==> config.mk <==
export PLATFORM = sky130hd
export DESIGN_NAME = axis_frame_gen
export DESIGN_NICKNAME = d
export VERILOG_FILES = /design/src/rtl/axis_video_pkg.sv /design/src/rtl/axis_pattern_calc.sv /design/src/rtl/axis_frame_gen.sv
export SDC_FILE = /design/constraint.sdc
export NUM_CORES = 1
export LEC_CHECK = 0
export CORE_UTILIZATION = 24
export DETAILED_ROUTE_END_ITERATION = 8
export PLACE_DENSITY = 0.47
export SLEW_MARGIN = 15
export SYNTH_ARGS = -nofsm -noshare
export SYNTH_HDL_FRONTEND = slang
export SYNTH_SLANG_ARGS = --single-unit
==> constraint.sdc <==
create_clock -name i_sys_clk -period 4.8 [get_ports i_sys_clk]
set_input_delay 0.96 -clock i_sys_clk [delete_from_list [all_inputs] [get_ports i_sys_clk]]
set_output_delay 0.96 -clock i_sys_clk [all_outputs]
set_load 0.005 [all_outputs]
==> src/rtl/axis_video_pkg.sv <==
// Shared types and constants for the AXI4-Stream video frame generator:
// FSM state encoding, pattern_sel codes and the noise LFSR definition.
package axis_video_pkg;

  typedef enum logic [1:0] {
    StIdle,
    StActive,
    StHblank
  } state_e;

  localparam logic [1:0] PatHRamp   = 2'd0;
  localparam logic [1:0] PatVRamp   = 2'd1;
  localparam logic [1:0] PatChecker = 2'd2;
  localparam logic [1:0] PatDiag    = 2'd3;

  localparam logic [15:0] LfsrSeed = 16'hACE1;
  // Fibonacci taps 16,14,13,11 expressed as bit positions 15,13,12,10.
  localparam logic [15:0] LfsrTaps = 16'hB400;

  function automatic logic [15:0] lfsr_next(logic [15:0] s);
    return {s[14:0], ^(s & LfsrTaps)};
  endfunction

endpackage

==> src/rtl/axis_pattern_calc.sv <==
// Combinational test-pattern pixel generator: maps (x, y, pattern_sel) to a pixel value.
module axis_pattern_calc
  import axis_video_pkg::*;
#(
  parameter int unsigned DATA_WIDTH = 8,
  parameter int unsigned DIM_WIDTH  = 12
) (
  input  logic [DIM_WIDTH-1:0]  x,
  input  logic [DIM_WIDTH-1:0]  y,
  input  logic [1:0]            pattern_sel,
  output logic [DATA_WIDTH-1:0] pixel
);

  logic [DIM_WIDTH:0] sum;

  always_comb begin
    sum   = {1'b0, x} + {1'b0, y};
    pixel = '0;
    unique case (pattern_sel)
      PatHRamp:   pixel = DATA_WIDTH'(x);
      PatVRamp:   pixel = DATA_WIDTH'(y);
      PatChecker: pixel = (x[3] ^ y[3]) ? '1 : '0;
      default:    pixel = DATA_WIDTH'(sum);
    endcase
  end

endmodule

==> src/rtl/axis_frame_gen.sv <==
// AXI4-Stream video test-frame master with per-line blanking and selectable patterns.
// Define AXIS_FRAME_GEN_NOISE_EN to XOR LFSR noise onto tdata[1:0].
module axis_frame_gen
  import axis_video_pkg::*;
#(
  parameter int unsigned DATA_WIDTH = 8,
  parameter int unsigned DIM_WIDTH  = 12
) (
  input  logic                  i_sys_clk,
  input  logic                  i_sys_aresetn,
  input  logic                  enable,
  input  logic [DIM_WIDTH-1:0]  frame_width,
  input  logic [DIM_WIDTH-1:0]  frame_height,
  input  logic [7:0]            hblank_len,
  input  logic [1:0]            pattern_sel,
  output logic [DATA_WIDTH-1:0] m_axis_tdata,
  output logic                  m_axis_tvalid,
  output logic                  m_axis_tuser,
  output logic                  m_axis_tlast,
  input  logic                  m_axis_tready,
  output logic                  frame_done
);

  localparam logic [DIM_WIDTH-1:0] DimOne = DIM_WIDTH'(1);
  localparam logic [DIM_WIDTH-1:0] DimTwo = DIM_WIDTH'(2);

  state_e                state_q, state_d;
  logic [DIM_WIDTH-1:0]  x_q, x_d, y_q, y_d;
  logic [DIM_WIDTH-1:0]  w_q, w_d, h_q, h_d;
  logic [7:0]            hbl_q, hbl_d, blank_q, blank_d;
  logic [1:0]            pat_q, pat_d;
  logic                  tvalid_q, tvalid_d, tuser_q, tuser_d, tlast_q, tlast_d;
  logic                  done_q, done_d;
  logic [DATA_WIDTH-1:0] tdata_q, tdata_d;
  logic [DATA_WIDTH-1:0] pix, pix_out;
  logic                  accept, load_beat;

  assign accept = tvalid_q & m_axis_tready;

  always_comb begin
    state_d   = state_q;
    x_d       = x_q;
    y_d       = y_q;
    w_d       = w_q;
    h_d       = h_q;
    hbl_d     = hbl_q;
    pat_d     = pat_q;
    blank_d   = blank_q;
    tvalid_d  = tvalid_q;
    tuser_d   = tuser_q;
    tlast_d   = tlast_q;
    done_d    = 1'b0;
    load_beat = 1'b0;

    unique case (state_q)
      StIdle: begin
        tvalid_d = 1'b0;
        tuser_d  = 1'b0;
        tlast_d  = 1'b0;
        if (enable && (frame_width >= DimTwo) && (frame_height != '0)) begin
          w_d       = frame_width;
          h_d       = frame_height;
          hbl_d     = hblank_len;
          pat_d     = pattern_sel;
          x_d       = '0;
          y_d       = '0;
          state_d   = StActive;
          load_beat = 1'b1;
        end
      end
      StActive: begin
        if (accept) begin
          if (tlast_q) begin
            x_d = '0;
            if (y_q == h_q - DimOne) begin
              // Final line: no blanking, straight back to idle.
              y_d      = '0;
              state_d  = StIdle;
              tvalid_d = 1'b0;
              tuser_d  = 1'b0;
              tlast_d  = 1'b0;
              done_d   = 1'b1;
            end else begin
              y_d = y_q + DimOne;
              if (hbl_q == 8'd0) begin
                load_beat = 1'b1;
              end else begin
                state_d  = StHblank;
                blank_d  = hbl_q;
                tvalid_d = 1'b0;
                tuser_d  = 1'b0;
                tlast_d  = 1'b0;
              end
            end
          end else begin
            x_d       = x_q + DimOne;
            load_beat = 1'b1;
          end
        end
      end
      StHblank: begin
        if (blank_q == 8'd1) begin
          blank_d   = 8'd0;
          state_d   = StActive;
          load_beat = 1'b1;
        end else begin
          blank_d = blank_q - 8'd1;
        end
      end
      default: state_d = StIdle;
    endcase

    if (load_beat) begin
      tvalid_d = 1'b1;
      tuser_d  = (x_d == '0) && (y_d == '0);
      tlast_d  = (x_d == w_d - DimOne);
    end
  end

  axis_pattern_calc #(
    .DATA_WIDTH (DATA_WIDTH),
    .DIM_WIDTH  (DIM_WIDTH)
  ) u_pattern_calc (
    .x           (x_d),
    .y           (y_d),
    .pattern_sel (pat_d),
    .pixel       (pix)
  );

`ifdef AXIS_FRAME_GEN_NOISE_EN
  logic [15:0] lfsr_q, lfsr_d;

  // lfsr_d is the noise state that belongs to the beat being loaded this cycle.
  always_comb begin
    lfsr_d = lfsr_q;
    if ((state_q == StIdle) && load_beat) begin
      lfsr_d = LfsrSeed;
    end else if (accept) begin
      lfsr_d = lfsr_next(lfsr_q);
    end
  end

  always_ff @(posedge i_sys_clk or negedge i_sys_aresetn) begin
    if (!i_sys_aresetn) begin
      lfsr_q <= LfsrSeed;
    end else begin
      lfsr_q <= lfsr_d;
    end
  end

  assign pix_out = pix ^ DATA_WIDTH'(lfsr_d[1:0]);
`else
  assign pix_out = pix;
`endif

  always_comb begin
    tdata_d = tdata_q;
    if (load_beat) begin
      tdata_d = pix_out;
    end
  end

  always_ff @(posedge i_sys_clk or negedge i_sys_aresetn) begin
    if (!i_sys_aresetn) begin
      state_q  <= StIdle;
      x_q      <= '0;
      y_q      <= '0;
      w_q      <= '0;
      h_q      <= '0;
      hbl_q    <= '0;
      pat_q    <= '0;
      blank_q  <= '0;
      tvalid_q <= 1'b0;
      tuser_q  <= 1'b0;
      tlast_q  <= 1'b0;
      done_q   <= 1'b0;
      tdata_q  <= '0;
    end else begin
      state_q  <= state_d;
      x_q      <= x_d;
      y_q      <= y_d;
      w_q      <= w_d;
      h_q      <= h_d;
      hbl_q    <= hbl_d;
      pat_q    <= pat_d;
      blank_q  <= blank_d;
      tvalid_q <= tvalid_d;
      tuser_q  <= tuser_d;
      tlast_q  <= tlast_d;
      done_q   <= done_d;
      tdata_q  <= tdata_d;
    end
  end

  assign m_axis_tdata  = tdata_q;
  assign m_axis_tvalid = tvalid_q;
  assign m_axis_tuser  = tuser_q;
  assign m_axis_tlast  = tlast_q;
  assign frame_done    = done_q;

endmodule
### Yosys cells after proc, flatten, opt, wreduce, memory -nomap -nowiden

Index checks and enable logic that the tools add are counted.

| storage, ports and cells | value |
|---|---|
| word-level logic and storage cells | 105 |
| output and inout bits | 12 |
| input port bits | 38 |
| flip-flop bits (word level) | 80 |

| cells by class | value |
|---|---|
| reductions and logical operators | 16 |
| $add $sub $neg | 6 |
| multiplexer cells | 50 |
| $lt $le $gt $ge | 1 |
| bitwise logic cells | 2 |
| eq/ne operators | 17 |

Operators with widths:

| cell | number |
|---|---|
| $mux 12 | 9 |
| $mux 8 | 6 |
| $pmux 12 s2 | 2 |
| $add 12x1->12 const B | 2 |
| $eq 12x12->1 | 2 |
| $logic_not 12->1 | 2 |
| $pmux 8 s3 | 1 |
| $sub 12x1->12 const B | 2 |
| $mux 1 | 19 |
| $mux 2 | 8 |
| $pmux 8 s2 | 1 |
| $ge 12x2->1 const B | 1 |
| $ne 2x2->1 const B | 6 |
| $reduce_bool 12->1 | 1 |
| $reduce_and 5->1 | 2 |
| $ne 3x3->1 const B | 3 |
| $add 8x8->8 | 1 |
| $eq 8x1->1 const B | 1 |
| $logic_not 8->1 | 1 |
| $sub 8x1->8 const B | 1 |
| $pmux 2 s3 | 1 |
| $eq 2x1->1 const B | 2 |
| $eq 2x2->1 const B | 2 |
| $logic_not 2->1 | 2 |
| 10 further kinds | 14 |

### Longest topological paths before layout

Gate-level depths: netlist of the first run.

| logic depth | value |
|---|---|
| depth in word-level cells | 9 |
| mapped depth | 20 |
| depth with buffers taken out | 20 |

### By module

From an unflattened synthesis of the first run, not the netlist that was laid out.

| second synthesis, totals | value |
|---|---|
| cell total of the unflattened synthesis | 664 |
| area total of the unflattened synthesis | 5,501.5 um^2 |

By module, submodules not included:

| module | cells an instance | seq. area each (um^2) | instances | area an instance (um^2) |
|---|---|---|---|---|
| axis_frame_gen | 596 | 2,001.9 | 1 | 4,942.2 |
| axis_pattern_calc | 68 | 0.0 | 1 | 559.3 |

### Worst setup path after synthesis of the first run

No wires, ideal clock.

| timing path | value |
|---|---|
| kind | input to register |
| start point | input frame_height[6] |
| end point | register tdata_q[5], in the netlist m_axis_tdata[5] |
| required time | 4.675 ns |
| path buffers | 1 |
| stages on the path | 14 |
| path slack | 0.324 ns |
| data arrival time | 4.351 ns |
| setup time | 0.125 ns |
| path through | or4_1 > o31ai_1 > a211o_1 > clkbuf_1 > nand2b_1 > a22o_1 > ha_1 > a21o_1 > a21o_1 > a21o_1 > a21oi_1 > xnor2_1 > mux4_2 > mux2_2 |

| on the way | value |
|---|---|
| elaborated cells on any way between the ends | 17 |
| classes of those cells | add/sub: 1; eq/ne: 2; mux: 10; bitwise: 1; reduce/logical: 3 |

RTL lines:

| item | line | source |
|---|---|---|
| from (decl) | axis_frame_gen.sv:13 | `input logic [DIM_WIDTH-1:0] frame_height,` |
| $reduce_bool 12->1 | axis_frame_gen.sv:60 | `if (enable && (frame_width >= DimTwo) && (frame_height != '0)) begin` |
| $logic_and 1x1->1 | axis_frame_gen.sv:60 |  |
| $mux 12 | axis_frame_gen.sv:60 |  |
| $pmux 12 s2 | axis_frame_gen.sv:55 | `unique case (state_q)` |
| named net u_pattern_calc.y[1] | axis_pattern_calc.sv:9 | `input logic [DIM_WIDTH-1:0] y,` |
| $add 8x8->8 | axis_pattern_calc.sv:17 | `sum = {1'b0, x} + {1'b0, y};` |
| $pmux 8 s3 | axis_pattern_calc.sv:19 | `unique case (pattern_sel)` |
| to (signal assigned) | axis_frame_gen.sv:191 | `tdata_q <= tdata_d;` |
| to (decl) | axis_frame_gen.sv:34 | `logic [DATA_WIDTH-1:0] tdata_q, tdata_d;` |

The timed path passes the listed nets, and every way through them passes these cells.
A chain may end at the register's enable or synchronous reset.

### Final worst setup path of the first run

| timing path | value |
|---|---|
| start point | input frame_height[6] |
| end point | register tdata_q[7], in the netlist m_axis_tdata[7] |

Same word-level chain as after synthesis.

==> summary.txt, run 1 <==
Status
  • Status: complete, no violations

Detailed routing
  • Met2 wire length: 6.97 mm
  • Drt first pass iters: 4
  • WL final: 15.4 mm
  • ANT nets after route: 0
  • Routed length on met3: 537 µm
  • Met1 wire length: 7.64 mm
  • Post-DR vias/cell: 4.80
  • Top sig layer: met4
  • DR WL/cell: 15.6 µm
  • Vias: 4753
  • DRT iter0 DRCs: 311
  • Residual DRC count: 0

STA
  • Final Hold Fails: 0
  • Slew HR: 0.524
  • Final worst path period share: 0.939
  • Total negative setup slack: 0 ps
  • RSZ-0062 raised after global routing: false
  • Maximum clock frequency: 222 MHz
  • Final setup skew: 7.36 ps
  • Final Slew Violations: 0
  • Measured slew at the worst slew-check pin: 706 ps
  • Final setup viols: 0
  • Minimum clock period: 4510 ps

Cells and area
  • Commonest non-fill, non-tap cells in the layout: 118 x nand2_1, 80 x dfrtp_1, 55 x buf_4, 48 x clkdlybuf4s50_1, 43 x nor2_1
  • Core Util, Final: 0.319
  • Commonest non-fill, non-tap cell in the layout: nand2_1
  • Layout cells sized above 1: 0.129
  • Inserted Diodes: 0
  • Area Growth Syn to Fin: 28.8%
  • Non-filler cells, final: 990
  • Fin nets: 762
  • Fill count: 2258

Synth
  • Syn nets: 676
  • Asr flop ratio synth: 1.00
  • Synth Area per Inst: 8.42 µm²
  • Top post-synthesis cells by area: dfrtp_1 38%, nand2_1 8.4%, xor2_1 3.8%
  • Complex-gate fraction of the synthesized area: 0.161
  • Synth Cell Area: 5250 µm²
  • Syn. warnings: 0
  • Simple-gate share of the synthesized area: 0.264
  • Largest family of logic cells by synthesized area: simple AND/OR/NAND/NOR gates
  • Synth Area in XOR/XNOR: 0.0717
  • Number of synthesized flops with an enable pin: 0
  • Mux share of post-synthesis cell area: 0.0465
  • Synth area leader: dfrtp_1
  • Share of the synthesized area in the top cell type: 0.381
  • Main flop type after synthesis: dfrtp_1
  • Seq cells post-synth: 80
  • Synth unique cells: 60
  • Cells after synthesis: 624
  • Post-Synth Adder-Cell Area: 0.0348
  • Seq/Total Area, Yosys: 0.381

Global routing
  • Initial antenna violation count: 0
  • All-Layer GR Usage: 0.146
  • Vias in the first global route: 4721
  • Largest net degree at the start of global routing: 45
  • First-pass GRT wire length: 25.1 mm
  • Total global routing overflow: 0

Worst setup path
  • Critical path class: in -> reg
  • Worst Path Arrival: 4740 ps
  • Crit. End Element: register
  • CP required: 5040 ps
  • Crit start category: primary input
  • Peak fanout along the critical path: 4

Floorplanning
  • CORE AREA: 21200 µm²
  • Initial core utilization: 0.247
  • Height of the die: 150 µm
  • # rows: 53
  • Die span in x: 150 µm
  • Io pins: 50
  • Die Area: 22500 µm²

Clock network
  • # clock sinks: 80
  • CTS resizes: 0
  • CTS tree: yes
  • Skew-Pair Late Insertion Delay: 350 ps
  • Total CTS buffers: 9
  • Post-CTS Setup Bufs: 0
  • Clock Root Buffer: clkbuf_16
  • Clock slew at reported path FFs: 60 ps
  • H-tree depth: 3
  • Hold_buf cts: 0
  • Maximum clock path buffer count: 2

Placement
  • Placed insts: 974
  • Placer Congestion: 0.829
  • Post-DP HPWL: 11.6 mm
  • Port-buffer cells: 49

Pwr
  • Cell Int Power: 0.00200 W
  • Peak supply drop: 201 µV
  • Reg power frac: 0.340
  • P per Cell Area: 483 nW/µm²
  • Switching Power: 0.00127 W
  • Switching portion of total power: 0.388
  • Logic pwr share: 0.412
  • Clock share of power: 0.249
  • Leak Pwr: 3.01 nW

Worst hold path
  • Hold crit path type: reg -> reg

Flow run
  • Max-cap violations: 0
## registers in the layout, summed over array words and instances, names as in the netlist
register / flops
h_q: 12
w_q: 12
x_q: 12
y_q: 12
blank_q: 8
hbl_q: 8
m_axis_tdata: 8
pat_q: 2
state_q: 2
frame_done: 1
m_axis_tlast: 1
m_axis_tuser: 1
m_axis_tvalid: 1
## synthesized netlist by cell type (11+ instances only)
library cell	count
nor4_1	11
a21oi_1	25
nand3_1	18
or4_1	11
xor2_1	23
mux2i_1	12
nor3_1	22
clkbuf_1	22
xnor2_1	20
nand2_1	118
nor2_1	43
o21ai_0	38
inv_1	27
o31ai_1	11
ha_1	13
dfrtp_1	80
## through the flow
step / cell area (µm²) / hold slack [ps] / setup slack [ps] / power, W
finish: 6770 / 483 / 293 / 0.00327
global route: 6770 / 535 / 48.3 / 0.00353
CTS: 6750 / 487 / 66.3 / 0.00331
detailed placement: 6400 / 471 / -227 / 0.00248
global placement: 6400 / 468 / -162 / 0.00248
floorplan: 5250 / 464 / 324 / 0.00199
## per-layer routing
layer  vias up  GRT usage
met1      2256      0.199
li1       2406          -
met2        76      0.228
met3        15     0.0207
met4         0     0.0606
met5         -          0
## layout make-up
type	count	area, µm²	area share
clock buffer	10	229	0.0338
clock inverter	6	116	0.0172
inverter	27	101	0.0150
multi-input combinational	488	3060	0.452
sequential	80	2000	0.296
tap	275	344	0.0509
timing repair buffer	104	913	0.135
## power groups by stage
stage | combinational, W | sequential [W] | clock [W]
floorplan | 0.000948 | 0.00104 | 0
global placement | 0.00136 | 0.00112 | 0
detailed placement | 0.00136 | 0.00112 | 0
CTS | 0.00137 | 0.00111 | 0.000835
global route | 0.00153 | 0.00114 | 0.000862
finish | 0.00135 | 0.00111 | 0.000812
## kinds of logic after synthesis
group / Yosys count
fa+ha+maj: 14
mux: 22
compound gates: 129
xor+xnor: 43
buf+inv: 56
simple gates: 280
flops: 80
## path summary, 6_finish.rpt
kind | slack [ps] | depth (start not counted) | startpoint | endpoint
setup / recovery | 290 | 16 | frame_height[6] | m_axis_tdata[7]
hold / removal | 480 | 2 | m_axis_tdata[2] | m_axis_tdata[2]
setup reg to reg | 410 | 16 | h_q[0] | m_axis_tdata[7]
hold reg to reg | 480 | 2 | m_axis_tdata[2] | m_axis_tdata[2]
max in group asynchronous | 3250 | 2 | i_sys_aresetn | h_q[8]
min in group asynchronous | 620 | 1 | i_sys_aresetn | w_q[6]
## worst max-delay path, cell delays in order
cell and delay (ps):
clkdlybuf4s50_1 420, or4_1 580, o31ai_4 340, buf_4 190, a211o_1 130, nand2b_1 170
a22o_1 190, ha_1 230, a21o_1 180, a21o_1 190, a21o_1 190, a21oi_2 170
o21ai_0 130, xor2_1 170, and3_1 200, o41ai_1 310
(Power assumes the default switching activity.)
==> run 2, diff against run 1 <==
--- a/config.mk
+++ b/config.mk
@@ -11,4 +11,5 @@
 export SLEW_MARGIN = 15
 export SYNTH_ARGS = -nofsm -noshare
 export SYNTH_HDL_FRONTEND = slang
+export SYNTH_HIERARCHICAL = 1
 export SYNTH_SLANG_ARGS = --single-unit
==> summary.txt, run 2 <==
Status
  • Status: complete, no violations

Cells and area
  • Commonest non-fill, non-tap cells in the layout: 143 x nand2_1, 80 x dfrtp_1, 48 x clkdlybuf4s50_1, 42 x nor2_1, 42 x buf_4
  • Core Util, Final: 0.303
  • Fin nets: 788
  • Inserted Diodes: 0
  • Layout cells sized above 1: 0.120
  • Non-filler cells, final: 1026
  • Area Growth Syn to Fin: 24.2%
  • Commonest non-fill, non-tap cell in the layout: nand2_1

Detailed routing
  • Post-DR vias/cell: 5.02
  • DRT iter0 DRCs: 295
  • ANT nets after route: 0
  • DR WL/cell: 16.2 µm
  • WL final: 16.6 mm
  • Drt first pass iters: 4
  • Residual DRC count: 0
  • Vias: 5152

Global routing
  • Initial antenna violation count: 0
  • Total global routing overflow: 0
  • Largest net degree at the start of global routing: 50
  • All-Layer GR Usage: 0.148
  • Vias in the first global route: 5008
  • First-pass GRT wire length: 27.4 mm

Clock network
  • CTS tree: yes
  • Clock slew at reported path FFs: 70 ps
  • Clock Root Buffer: clkbuf_16
  • Total CTS buffers: 9
  • Maximum clock path buffer count: 2
  • Post-CTS Setup Bufs: 0
  • H-tree depth: 3
  • CTS resizes: 0
  • Skew-Pair Late Insertion Delay: 350 ps
  • # clock sinks: 80
  • Hold_buf cts: 0

STA
  • Minimum clock period: 4500 ps
  • Setup WS post-layout: 301 ps
  • Final worst path period share: 0.937
  • Slew HR: 0.461
  • Total negative setup slack: 0 ps
  • Final setup skew: 8.54 ps
  • Final Hold Fails: 0
  • RSZ-0062 raised after global routing: false
  • Measured slew at the worst slew-check pin: 802 ps
  • Final setup viols: 0
  • Final Slew Violations: 0
  • Maximum clock frequency: 222 MHz

Floorplanning
  • # rows: 55
  • Die span in x: 153 µm
  • Height of the die: 153 µm
  • Initial core utilization: 0.244
  • Io pins: 50
  • Die Area: 23500 µm²
  • CORE AREA: 22600 µm²

Synth
  • Synth area leader: dfrtp_1
  • Commonest cells in the netlist: 143 x nand2_1, 80 x dfrtp_1, 42 x nor2_1, 40 x o21ai_0, 32 x inv_1
  • Seq/Total Area, Yosys: 0.364
  • Synth Cell Area: 5500 µm²
  • Syn. warnings: 6
  • Cells after synthesis: 664
  • Count leader, synth: nand2_1
  • Synth Area per Inst: 8.29 µm²
  • Synth unique cells: 78
  • Number of synthesized flops with an enable pin: 0
  • Top post-synthesis cells by area: dfrtp_1 36%, nand2_1 9.8%, o21ai_0 3.6%
  • Asr flop ratio synth: 1.00
  • Seq cells post-synth: 80
  • Main flop type after synthesis: dfrtp_1
  • Share of the synthesized area in the top cell type: 0.364
  • Syn nets: 716

Worst setup path
  • Depth of the most critical reg-to-reg path: 20
  • CP required: 5050 ps
  • Critical path class: in -> reg
  • Crit. End Element: register
  • Crit start category: primary input
  • Peak fanout along the critical path: 8
  • Worst Path Arrival: 4750 ps

Flow run
  • Max-cap violations: 0

Placement
  • Setup WS pre-CTS: 68.7 ps
  • Port-buffer cells: 49
  • Post-DP HPWL: 12.5 mm
  • Placed insts: 1010
  • Placer Congestion: 0.821

Worst hold path
  • Hold path depth: 2
  • Hold crit path type: reg -> reg

Pwr
  • Leak Pwr: 2.95 nW
  • P per Cell Area: 497 nW/µm²
  • Peak supply drop: 188 µV
## run 2: power by group
group | internal [W] | leakage (nW) | switching [W]
combinational | 0.000674 | 1.77 | 0.000876
clock | 0.000415 | 0.146 | 0.000331
sequential | 0.000880 | 1.03 | 0.000218
total | 0.00197 | 2.95 | 0.00143
## run 2: logic make-up (layout without fill, tap and decap cells)
family / count (synthesis) / after routing / synth area share
compound gates: 150 / 150 / 0.187
buf+inv: 62 / 139 / 0.0480
flops: 80 / 80 / 0.364
xor+xnor: 33 / 33 / 0.0575
mux: 17 / 17 / 0.0414
fa+ha+maj: 14 / 14 / 0.0332
simple gates: 308 / 308 / 0.269
## run 2: final cells by class
class | instances | area [µm²]
fillers | 2435 | 15700
multi-input cells | 522 | 3250
flip-flops and latches | 80 | 2000
repair buffers | 90 | 796
well taps | 285 | 357
clock buffers | 9 | 225
inverters | 33 | 124
clock inverters | 7 | 85.1
## run 2: critical path: stages
cell             delay [ps]
clkdlybuf4s50_1         450
nor4_1                  710
a311oi_1                260
and2_1                  300
mux2i_1                 160
ha_1                    240
nand3b_1                120
a21oi_1                  50
a31oi_1                 610
and2_1                  230
o21a_1                  120
o31ai_1                  70
a22o_1                  190
o31ai_1                 270
## run 2: path summary, 6_finish.rpt
path / slack (ps) / from / endpoint
min in group asynchronous: 650 / i_sys_aresetn / hbl_q[4]
setup reg to reg: 370 / h_q[0] / m_axis_tdata[4]
hold / removal: 480 / m_axis_tdata[1] / m_axis_tdata[1]
setup / recovery: 300 / frame_width[8] / m_axis_tlast
hold reg to reg: 480 / m_axis_tdata[1] / m_axis_tdata[1]
max in group asynchronous: 3210 / i_sys_aresetn / m_axis_tdata[5]
## run 2: routing by layer
layer	wire [µm]	track usage	share of wire	vias up
met4	261	0.0443	0.016	0
li1	-	-	-	2540
met1	8020	0.197	0.48	2482
met2	7600	0.240	0.46	111
met5	0	0	0	-
met3	711	0.0306	0.043	19
## run 2: stage by stage
stage          total power [W]  cell area (µm²)  hold slack [ps]
6_report               0.00339             6840              477
2_1_floorplan          0.00212             5500              436
3_3_place_gp           0.00267             6510              460
5_1_grt                0.00368             6840              501
3_5_place_dp           0.00266             6510              467
4_1_cts                0.00343             6820              487
